**src/rtl/andor_pulse_monitor.sv**
```systemverilog
// andor_pulse_monitor: measures the synchronized Y output of an AND-OR gate
// stage over a programmable window. It counts high cycles, rising edges and
// falling edges, then reports them with a one-cycle done pulse.
// Optional longest-high-run tracking is enabled by defining ANDOR_MON_MAXRUN_EN.
// When it is undefined, max_run is tied to zero.
module andor_pulse_monitor #(
    parameter int CNT_W       = 8,
    parameter int WIN_W       = 8,
    parameter int SYNC_STAGES = 2   // must be >= 2
) (
    input  logic             clk,
    input  logic             rst,
    input  logic             y_in,
    input  logic             start,
    input  logic [WIN_W-1:0] window_len,
    output logic             busy,
    output logic             done,
    output logic [CNT_W-1:0] high_count,
    output logic [CNT_W-1:0] rise_count,
    output logic [CNT_W-1:0] fall_count,
    output logic [CNT_W-1:0] max_run
);

    typedef enum logic [1:0] {
        ST_IDLE,
        ST_MEASURE,
        ST_DONE
    } state_t;

    localparam logic [CNT_W-1:0] CNT_MAX = '1;

    state_t                 state_q, state_d;
    logic [SYNC_STAGES-1:0] sync_q;
    logic                   y_s;
    logic                   y_prev_q;
    logic [WIN_W-1:0]       win_cnt_q, win_cnt_d;
    logic [CNT_W-1:0]       high_q, high_d;
    logic [CNT_W-1:0]       rise_q, rise_d;
    logic [CNT_W-1:0]       fall_q, fall_d;
    logic                   accept;
    logic                   measuring;

    // Saturating increment: the value sticks at all-ones instead of wrapping.
    function automatic logic [CNT_W-1:0] sat_inc(input logic [CNT_W-1:0] v,
                                                 input logic             en);
        return (en && (v != CNT_MAX)) ? v + CNT_W'(1) : v;
    endfunction

    assign y_s       = sync_q[SYNC_STAGES-1];
    assign accept    = (state_q == ST_IDLE) && start && (window_len != '0);
    assign measuring = (state_q == ST_MEASURE);

    // Synchronize asynchronous y_in and keep the previous synchronized sample.
    always_ff @(posedge clk or posedge rst) begin
        if (rst) begin
            sync_q   <= '0;
            y_prev_q <= 1'b0;
        end else begin
            // NOTE: sequential state uses non-blocking assignments so every
            // flop samples pre-edge values, which keeps the shift chain ordered.
            sync_q   <= {sync_q[SYNC_STAGES-2:0], y_in};
            y_prev_q <= y_s;
        end
    end

    // State, window counter and result counter registers.
    always_ff @(posedge clk or posedge rst) begin
        if (rst) begin
            state_q   <= ST_IDLE;
            win_cnt_q <= '0;
            high_q    <= '0;
            rise_q    <= '0;
            fall_q    <= '0;
        end else begin
            state_q   <= state_d;
            win_cnt_q <= win_cnt_d;
            high_q    <= high_d;
            rise_q    <= rise_d;
            fall_q    <= fall_d;
        end
    end

    // Next-state logic: accept a start request, sample each window cycle, and pulse done.
    always_comb begin
        // NOTE: every signal gets a hold default first, so no path can leave
        // a signal unassigned and infer a latch.
        state_d   = state_q;
        win_cnt_d = win_cnt_q;
        high_d    = high_q;
        rise_d    = rise_q;
        fall_d    = fall_q;
        unique case (state_q)
            ST_IDLE: begin
                if (accept) begin
                    state_d   = ST_MEASURE;
                    win_cnt_d = window_len;
                    high_d    = '0;
                    rise_d    = '0;
                    fall_d    = '0;
                end
            end
            ST_MEASURE: begin
                high_d    = sat_inc(high_q, y_s);
                rise_d    = sat_inc(rise_q, y_s & ~y_prev_q);
                fall_d    = sat_inc(fall_q, ~y_s & y_prev_q);
                win_cnt_d = win_cnt_q - WIN_W'(1);
                if (win_cnt_q == WIN_W'(1)) begin
                    state_d = ST_DONE;
                end
            end
            ST_DONE: begin
                state_d = ST_IDLE;
            end
            default: begin
                state_d = ST_IDLE;
            end
        endcase
    end

    assign busy       = (state_q == ST_MEASURE);
    assign done       = (state_q == ST_DONE);
    assign high_count = high_q;
    assign rise_count = rise_q;
    assign fall_count = fall_q;

`ifdef ANDOR_MON_MAXRUN_EN
    logic [CNT_W-1:0] run_q, run_d;
    logic [CNT_W-1:0] max_q, max_d;
    logic [CNT_W-1:0] run_inc;

    assign run_inc = sat_inc(run_q, 1'b1);

    // Run tracking: extend the current high run, and remember the longest one.
    always_comb begin
        run_d = run_q;
        max_d = max_q;
        if (accept) begin
            run_d = '0;
            max_d = '0;
        end else if (measuring) begin
            if (y_s) begin
                run_d = run_inc;
                if (run_inc > max_q) begin
                    max_d = run_inc;
                end
            end else begin
                run_d = '0;
            end
        end
    end

    // Run registers.
    always_ff @(posedge clk or posedge rst) begin
        if (rst) begin
            run_q <= '0;
            max_q <= '0;
        end else begin
            run_q <= run_d;
            max_q <= max_d;
        end
    end

    assign max_run = max_q;
`else
    assign max_run = '0;
`endif

endmodule
```
**config.mk**
```make
export PLATFORM = sky130hd
export DESIGN_NAME = andor_pulse_monitor
export DESIGN_NICKNAME = d
export VERILOG_FILES = /design/src/rtl/andor_pulse_monitor.sv
export SDC_FILE = /design/constraint.sdc
export NUM_CORES = 1
export LEC_CHECK = 0
export ABC_AREA = 1
export BUFFER_PORTS_ARGS = -buffer_cell sky130_fd_sc_hd__buf_4
export CAP_MARGIN = 20
export CELL_PAD_IN_SITES_DETAIL_PLACEMENT = 1
export CELL_PAD_IN_SITES_GLOBAL_PLACEMENT = 2
export CORE_MARGIN = 10
export CORE_UTILIZATION = 27
export DETAILED_ROUTE_END_ITERATION = 7
export PLACE_DENSITY = 0.71
export SYNTH_ARGS = -nofsm -noshare
export SYNTH_HDL_FRONTEND = slang
export SYNTH_SLANG_ARGS = --single-unit
```
**constraint.sdc**
```tcl
create_clock -name clk -period 1.2 [get_ports clk]
set_input_delay 0.12 -clock clk [delete_from_list [all_inputs] [get_ports clk]]
set_output_delay 0.12 -clock clk [all_outputs]
set_load 0.05 [all_outputs]
```
[Yosys cells after proc, flatten, opt, wreduce, memory -nomap -nowiden]
Cells that the tools add are included.
Storage, ports and cells
  word-level logic and storage cells: 51
  input bits: 12
  register bits: 37
Cells by class
  add/subtract/negate cells: 4
  equality and inequality tests: 11
  bitwise operators: 4
  reduce and logical (&&, ||, !) cells: 13
  multiplexer cells: 12
Operators with widths (count)
  one-hot mux 8 bit (2 select lines): 4
  two-way mux 8 bit: 5
  adder 8 x 1 -> 8 bit (second input constant): 3
  inequality test 8 bit (second input constant): 3
  AND reduction 3 bit: 3
  equality test 8 x 1 -> 1 bit (second input constant): 1
  inequality test 2 x 1 -> 1 bit (second input constant): 4
  nonzero test 8 bit: 1
  subtractor 8 x 1 -> 8 bit (second input constant): 1
  logical AND 1 bit: 5
  two-way mux 2 bit: 2
  one-hot mux 2 bit (2 select lines): 1
  AND reduction 2 bit: 2
  bitwise AND 1 bit: 2
  equality test 2 x 1 -> 1 bit (second input constant): 1
  equality test 2 bit (second input constant): 1
  logical NOT 2 bit: 1
  inequality test 2 bit (second input constant): 1
  NOT 1 bit: 2
  nonzero test 2 bit: 1

[Depth between registers and ports, before layout]
Gate-level depths: netlist of run 1.
  word-level depth: 5
  gate-level depth with buffers: 9
  mapped depth without buffers: 9

[Worst setup path after synthesis of run 1]
No wires, ideal clock.
  path kind: register to register
  from: register fall_q[0], in the netlist fall_count[0]
  to: register fall_q[0], in the netlist fall_count[0]
  path slack: -0.501 ns
  required time: 1.119 ns
  cell stages (with the launch flop): 9
  arrival: 1.620 ns
  clock period less this slack: 1.701 ns
  cells stage by stage: dfrtp_1 -> ha_1 -> nand3_1 -> inv_1 -> nand2_1 -> nand2_1 -> buf_2 -> nand3_1 -> o21ai_1
On the way
  cells in the longest elaborated chain, start to end: 4
  elaborated cells between the ends (all ways): 7
  those cells by class: 1 x add/sub; 2 x eq/ne; 2 x mux; 2 x reduce/logical
RTL lines
  start, declared: RTL line 39  | logic [CNT_W-1:0] fall_q, fall_d;
  start signal, assigned: RTL line 79  | fall_q <= fall_d;
  parallel branches: the longest is 4 deep, another holds adder 8 x 1 -> 8 bit
Parallel ways; which one is timed is not known. The select of a mux whose other input is x is not followed.
A chain may end at the register's enable or synchronous reset.

[Worst setup path in the final report of run 1]
  from: register state_q[1]
  to: output port busy
On the way
  cells in the longest elaborated chain, start to end: 1
RTL lines
  start, declared: RTL line 32  | state_t state_q, state_d;
  start signal, assigned: RTL line 75  | state_q <= state_d;
  equality test 2 x 1 -> 1 bit: RTL line 120  | assign busy = (state_q == ST_MEASURE);
  end, declared: RTL line 16  | output logic busy,
No other way between the ends.

==> results.sh, run 1 <==
export IMPL_viasPerCell=4.63
export IMPL_drc=0
export IMPL_crit_buf_inv=4
export IMPL_muxShareOfSynthArea=0
export IMPL_violations="setup timing"
export IMPL_rrSetupSlack_ps=-160
export IMPL_crit_slowest_cell="dfrtp_1"
export IMPL_seqCellArea_um2=950
export IMPL_finalHoldViolCount=0
export IMPL_nNetsFinal=455
export IMPL_synth_cells=314
export IMPL_grt_pass1_wl_mm=13.3
export IMPL_reg2regPathDepth=9
export IMPL_min_path_type="input pin to register"
export IMPL_io_buffers=37
export IMPL_cpPeakStageDelay_ps=420
export IMPL_critPathArrivalTime_ps=1250
export IMPL_core_mm2=0.00818
export IMPL_route_antenna_remaining_nets=0
export IMPL_required_ps=1080
export IMPL_n_fill_cell=999
export IMPL_cts_tree="built"
export IMPL_cp_top_family="buffers and inverters"
export IMPL_clock_latency_ps=300
export IMPL_path_clk_slew_ps=80
export IMPL_die_area_mm2=0.0124
export IMPL_avgSynthCellArea_um2=7.17
export IMPL_outcome="complete, but fails checks"
export IMPL_die_x_um=111
export IMPL_rr_startpoint="state_q[1]$_DFFE_PP0P_"
export IMPL_synth_edf_count=0
export IMPL_synth_top_cell_area_share=0.411
export IMPL_core_rowCount=33
export IMPL_hold_start="window_len[3]"
export IMPL_cts_root_buffer="clkbuf_8"
export IMPL_cp_max_fo=6
export IMPL_ys_seq_elements=37
export IMPL_grt_overflow=0
export IMPL_start_kind="register"
export IMPL_dieHeight_um=111
export IMPL_cts_sinks=37
export IMPL_yosys_top_cells_count="nand2_1, nand3_1, dfrtp_1"
export IMPL_dp_hpwl_mm=5.65
export IMPL_rsz0062_at_grt="true"
export IMPL_end_kind="output pin"
export IMPL_drtPass1Iterations=4
export IMPL_fmax_ghz=0.732
export IMPL_avgRoutedWirePerCell_um=14.7
export IMPL_grt_max_degree=38
export IMPL_synth_cell_types=32
export IMPL_path_common_cell="buf_12"
export IMPL_layout_setup_ws_ps=-167
export IMPL_rr_endpoint="high_count[2]$_DFFE_PP0P_"
export IMPL_maxCapViolations=0
export IMPL_synth_async_sr_flop_share=1.00
export IMPL_synth_top_family_by_area="simple AND/OR/NAND/NOR gates"
export IMPL_area_delta_synth_final_pct=75.1
export IMPL_grt_usage=0.126
export IMPL_hold_ws_ps=132
export IMPL_finalCritPeriodShare=1.14
export IMPL_power_density_mw_per_mm2=1490
export IMPL_vias=2516
export IMPL_yosys_area_share_simple=0.399
export IMPL_synth_xor_area_share=0.0156
export IMPL_synth_compound_area_frac=0.0594
export IMPL_finalClockSkew_ps=8.96
export IMPL_drt_wl_total_mm=8.01
export IMPL_ios=46
export IMPL_cts_made_buffers=5
export IMPL_synth_ff_type="dfrtp_1"
export IMPL_hold_end="win_cnt_q[3]$_DFFE_PP0P_"
export IMPL_fin_crit_ps=1370
export IMPL_ir_drop_uv=1200
export IMPL_crit_chain="inv_2 > nand2_4 > buf_12 > inv_12 > buf_12"
export IMPL_critPathKind="register to output pin"
export IMPL_drive_gt1_frac=0.508
export IMPL_drt_iter0_markers=59
export IMPL_multi_input_area_mm2=0.00157
export IMPL_setup_viol=34
export IMPL_synth_area_leaders="dfrtp_1, nand2_1, nand3_1"
export IMPL_h_tree_depth=2
export IMPL_synth_fa_ha_area_frac=0.0278
export IMPL_antenna_found_initial=0
export IMPL_dp_slack_ps=-142
export IMPL_syn_cell_area_mm2=0.00225
export IMPL_yosysMostFrequentCell="nand2_1"
export IMPL_routabilityCongestion=0.740
export IMPL_slew_viol_final=0
export IMPL_diodes=0
export IMPL_hold_depth=4
export IMPL_initial_core_util=0.275
export IMPL_yosys_warnings=0
export IMPL_synth_seq_area_share=0.411
export IMPL_p_leak_nw=1.93
export IMPL_clock_path_buffers=2
export IMPL_synth_largest_area_cell="dfrtp_1"
export IMPL_grt_pass1_vias=2795
[kinds of logic (layout without fill, tap and decap cells)]
group	count (synthesis)	in the layout
simple gates	206	207
buf+inv	40	157
flops	37	37
compound gates	21	21
fa+ha+maj	5	5
xor+xnor	4	4
other cells	1	8
[routing by layer]
metal | vias to the layer above | track usage | share of wire
met4 | 0 | 0.0351 | 0.011
met2 | 36 | 0.225 | 0.52
met1 | 1227 | 0.150 | 0.44
met3 | 7 | 0.0225 | 0.031
li1 | 1246 | - | -
met5 | - | 0 | 0
[worst reg2reg max path: stages, from the launching register on]
cell	delay (ps)
dfrtp_1	420
inv_2	100
nand2_4	70
buf_12	150
inv_12	70
buf_12	100
nand2_1	40
nor2_1	120
nand3_1	130
nand2_2	80
[stage by stage]
| step | power [mW] | cell area [um^2] | setup TNS (ps) | utilization | cells |
|---|---|---|---|---|---|
| CTS | 5.61 | 3640 | -3740 | 0.446 | 542 |
| detailed placement | 4.50 | 3250 | -3820 | 0.398 | 519 |
| global route | 6.25 | 3940 | -6180 | 0.482 | 544 |
| global placement | 4.45 | 3250 | -2540 | 0.398 | 519 |
| finish | 5.89 | 3940 | -3880 | 0.482 | 544 |
| floorplan | 3.39 | 2400 | -5040 | - | 321 |
[worst max-delay path by stage]
| stage | end | slack [ps] | start | depth (start not counted) |
|---|---|---|---|---|
| 2_1_floorplan | rise_count[2]$_DFFE_PP0P_ | -240 | rise_count[0]$_DFFE_PP0P_ | 9 |
| 3_3_place_gp | win_cnt_q[7]$_DFFE_PP0P_ | -100 | state_q[1]$_DFFE_PP0P_ | 8 |
| 3_5_place_dp | high_count[5]$_DFFE_PP0P_ | -140 | state_q[1]$_DFFE_PP0P_ | 6 |
| 4_1_cts | high_count[5]$_DFFE_PP0P_ | -140 | state_q[0]$_DFFE_PP0P_ | 6 |
| 5_1_grt | high_count[2]$_DFFE_PP0P_ | -240 | state_q[1]$_DFFE_PP0P_ | 9 |
| 6_report | busy | -170 | state_q[1]$_DFFE_PP0P_ | 5 |
[where the power goes]
part | switching, mW | internal, mW
clock | 0.486 | 0.520
combinational | 1.89 | 1.25
sequential | 0.225 | 1.51
[registers in the layout (all words and copies together), names as in the netlist]
signal and cells:
fall_count 8, high_count 8, rise_count 8, win_cnt_q 8, state_q 2, sync_q 2
y_prev_q 1
[what timing repair did]
action,in CTS,in global routing
pin swaps,8,23
setup endpoints to repair,38,43
setup buffers,12,4
hold buffers,2,0
endpoints found under the hold margin,38,0
gates cloned,1,0
gates resized for setup,41,72
[layout by cell type, fill, tap and decap left out, types with 3 or more instances in the layout]
cell and instances:
buf_12 5, ha_4 3, nand2_1 79, nand3_1 35, nand2_8 4, nand2_2 20, nand2_4 10, clkbuf_8 7
nor2_1 21, buf_4 93, dfrtp_1 18, inv_1 23, o21bai_1 4, conb_1 8, o21ai_1 5, nand3_2 6
nor2_2 5, buf_6 21, nand4_1 6, o21ai_0 3, nor2_4 9, o21ai_2 3, dfrtp_2 19
[layout make-up]
type                    count  share of cell area
clock buffers               7              0.0244
multi-input cells         245               0.397
well taps                 105              0.0333
clock inverters             1             0.00127
flip-flops and latches     37               0.241
inverters                  26              0.0279
repair buffers            123               0.275
(Power assumes the default switching activity.)
==> run 2, diff against run 1 <==
Settings changed: GPL_TIMING_DRIVEN set to 0.
==> run 2 against run 1 <==
- the flow finishes with violations (hold timing, setup timing)
- via count down 13%
- non-clock buffer count down 58
- design area down 21%
- register-to-register slack worse by 40 ps
- sequential cell count unchanged
- die area unchanged
- clock-buffer cell count down 2
- wire length down 17%
- power down 14%
- critical path depth up 1
- core utilization down 10 points
- critical endpoint is now rise_count[1]$_DFFE_PP0P_
- largest power group unchanged
- highest routed layer unchanged
==> results.sh, run 2 (synthesized netlist as in run 1, its figures left out) <==
export IMPL_setup_tns_ps=-4640
export IMPL_io_buffers=37
export IMPL_nNetsFinal=396
export IMPL_violations="hold timing, setup timing"
export IMPL_core_mm2=0.00818
export IMPL_required_ps=1440
export IMPL_grt_pass1_vias=2273
export IMPL_outcome="complete, but fails checks"
export IMPL_area_delta_synth_final_pct=38.4
export IMPL_fin_util=0.381
export IMPL_dp_hpwl_mm=4.87
export IMPL_n_fill_cell=1028
export IMPL_seqCellArea_um2=951
export IMPL_cts_tree="built"
export IMPL_dieHeight_um=111
export IMPL_drt_iter0_markers=36
export IMPL_grt_max_degree=38
export IMPL_multi_input_area_mm2=0.00131
export IMPL_finalHoldViolCount=22
export IMPL_drtPass1Iterations=4
export IMPL_finalClockSkew_ps=3.26
export IMPL_critPathKind="register to register"
export IMPL_core_rowCount=33
export IMPL_hold_ws_ps=-16.0
export IMPL_grt_usage=0.108
export IMPL_ir_drop_uv=955
export IMPL_antenna_found_initial=0
export IMPL_cts_sinks=37
export IMPL_route_antenna_remaining_nets=0
export IMPL_p_leak_nw=1.52
export IMPL_fin_crit_ps=1400
export IMPL_layout_commonest_cell="nand2_1"
export IMPL_crit_slowest_cell="dfrtp_2"
export IMPL_setup_viol=33
export IMPL_grt_overflow=0
export IMPL_avgRoutedWirePerCell_um=13.8
export IMPL_fmax_ghz=0.714
export IMPL_diodes=0
export IMPL_start_kind="register"
export IMPL_power_density_mw_per_mm2=1610
export IMPL_path_clk_slew_ps=80
export IMPL_cts_made_buffers=5
export IMPL_drive_gt1_frac=0.342
export IMPL_max_slew_worst_pin_slew_ps=828
export IMPL_crit_buf_inv=1
export IMPL_critPathArrivalTime_ps=1640
export IMPL_layout_setup_ws_ps=-200
export IMPL_ios=46
export IMPL_slew_headroom=0.447
export IMPL_clock_path_buffers=2
export IMPL_drt_wl_total_mm=6.69
export IMPL_finalCritPeriodShare=1.17
export IMPL_cpPeakStageDelay_ps=460
export IMPL_cts_root_buffer="clkbuf_8"
export IMPL_vias=2194
export IMPL_h_tree_depth=2
export IMPL_crit_chain="nor3b_4 > o21ai_4 > nand2_4 > buf_8 > nand3b_1 > nand2_1"
export IMPL_cp_top_family="simple AND/OR/NAND/NOR gates"
export IMPL_end_kind="register"
export IMPL_cp_max_fo=10
export IMPL_min_path_type="input pin to async pin"
export IMPL_die_area_mm2=0.0124
export IMPL_grt_pass1_wl_mm=11.5
export IMPL_final_cell_mix="nand2_1, buf_4, nand3_1"
export IMPL_routabilityCongestion=0.757
export IMPL_initial_core_util=0.275
export IMPL_clock_latency_ps=300
export IMPL_viasPerCell=4.52
export IMPL_drc=0
export IMPL_rsz0062_at_grt="true"
export IMPL_slew_viol_final=0
export IMPL_die_x_um=111
export IMPL_maxCapViolations=0
==> run 2: changes by cell type in the layout (fill, tap and decap cells not counted), moves of 5 or more <==
cell / previous run / this run
nor2_4: 9 / 4
buf_6: 21 / 10
nand2_2: 20 / 7
nor2_1: 21 / 28
buf_4: 93 / 50
buf_12: 5 / 0
nand2_1: 79 / 99
==> run 2: power by group <==
group	internal (mW)	total (mW)	switching (mW)
combinational	0.784	2.26	1.47
sequential	1.52	1.85	0.338
clock	0.402	0.924	0.522
total	2.70	5.04	2.33
==> run 2: routing by layer <==
layer	vias to the layer above	part of all wire	GRT usage
met5	-	0	0
met4	0	0.0094	0.0257
met3	7	0.044	0.0284
met2	29	0.47	0.173
met1	1035	0.48	0.142
li1	1123	-	-
==> run 2: metrics by stage <==
stage | setup slack, ps | hold WS, ps | area [um^2] | total power [mW] | cells
after floorplan | -235 | 151 | 2400 | 3.39 | 321
after global placement | -629 | 230 | 2810 | 4.01 | 463
after detailed placement | -361 | 233 | 2810 | 4.05 | 463
after CTS | -214 | 24.0 | 3070 | 5.11 | 484
after global routing | -264 | 54.8 | 3120 | 5.40 | 485
final | -200 | -16.0 | 3120 | 5.04 | 485
==> run 2: area by class of cell <==
cell class | instances | area share
tap | 105 | 0.0421
clock buffer | 5 | 0.0221
timing repair buffer | 51 | 0.133
multi-input combinational | 244 | 0.421
clock inverter | 3 | 0.00562
buffer | 14 | 0.0369
sequential | 37 | 0.305
inverter | 26 | 0.0337
==> run 2: path summary, 6_finish.rpt <==
check	from	end	slack [ps]	depth (start not counted)
worst max-delay path	state_q[0]$_DFFE_PP0P_	rise_count[1]$_DFFE_PP0P_	-200	6
worst min-delay path	rst	sync_q[0]$_DFF_PP0_	-20	2
worst max register to register	state_q[0]$_DFFE_PP0P_	rise_count[1]$_DFFE_PP0P_	-200	6
worst min register to register	sync_q[0]$_DFF_PP0_	sync_q[1]$_DFF_PP0_	360	0
max in group asynchronous	rst	fall_count[7]$_DFFE_PP0P_	640	2
min in group clk	window_len[3]	win_cnt_q[3]$_DFFE_PP0P_	50	3
==> run 2: timing repair <==
item | 4_1_cts | 5_1_grt
buffers inserted | 13 | 2
hold buffers | 1 | 0
gates resized for setup | 22 | 15
endpoints found under the hold margin | 1 | 0
setup endpoints to repair | 36 | 40
pin swaps | 4 | 5
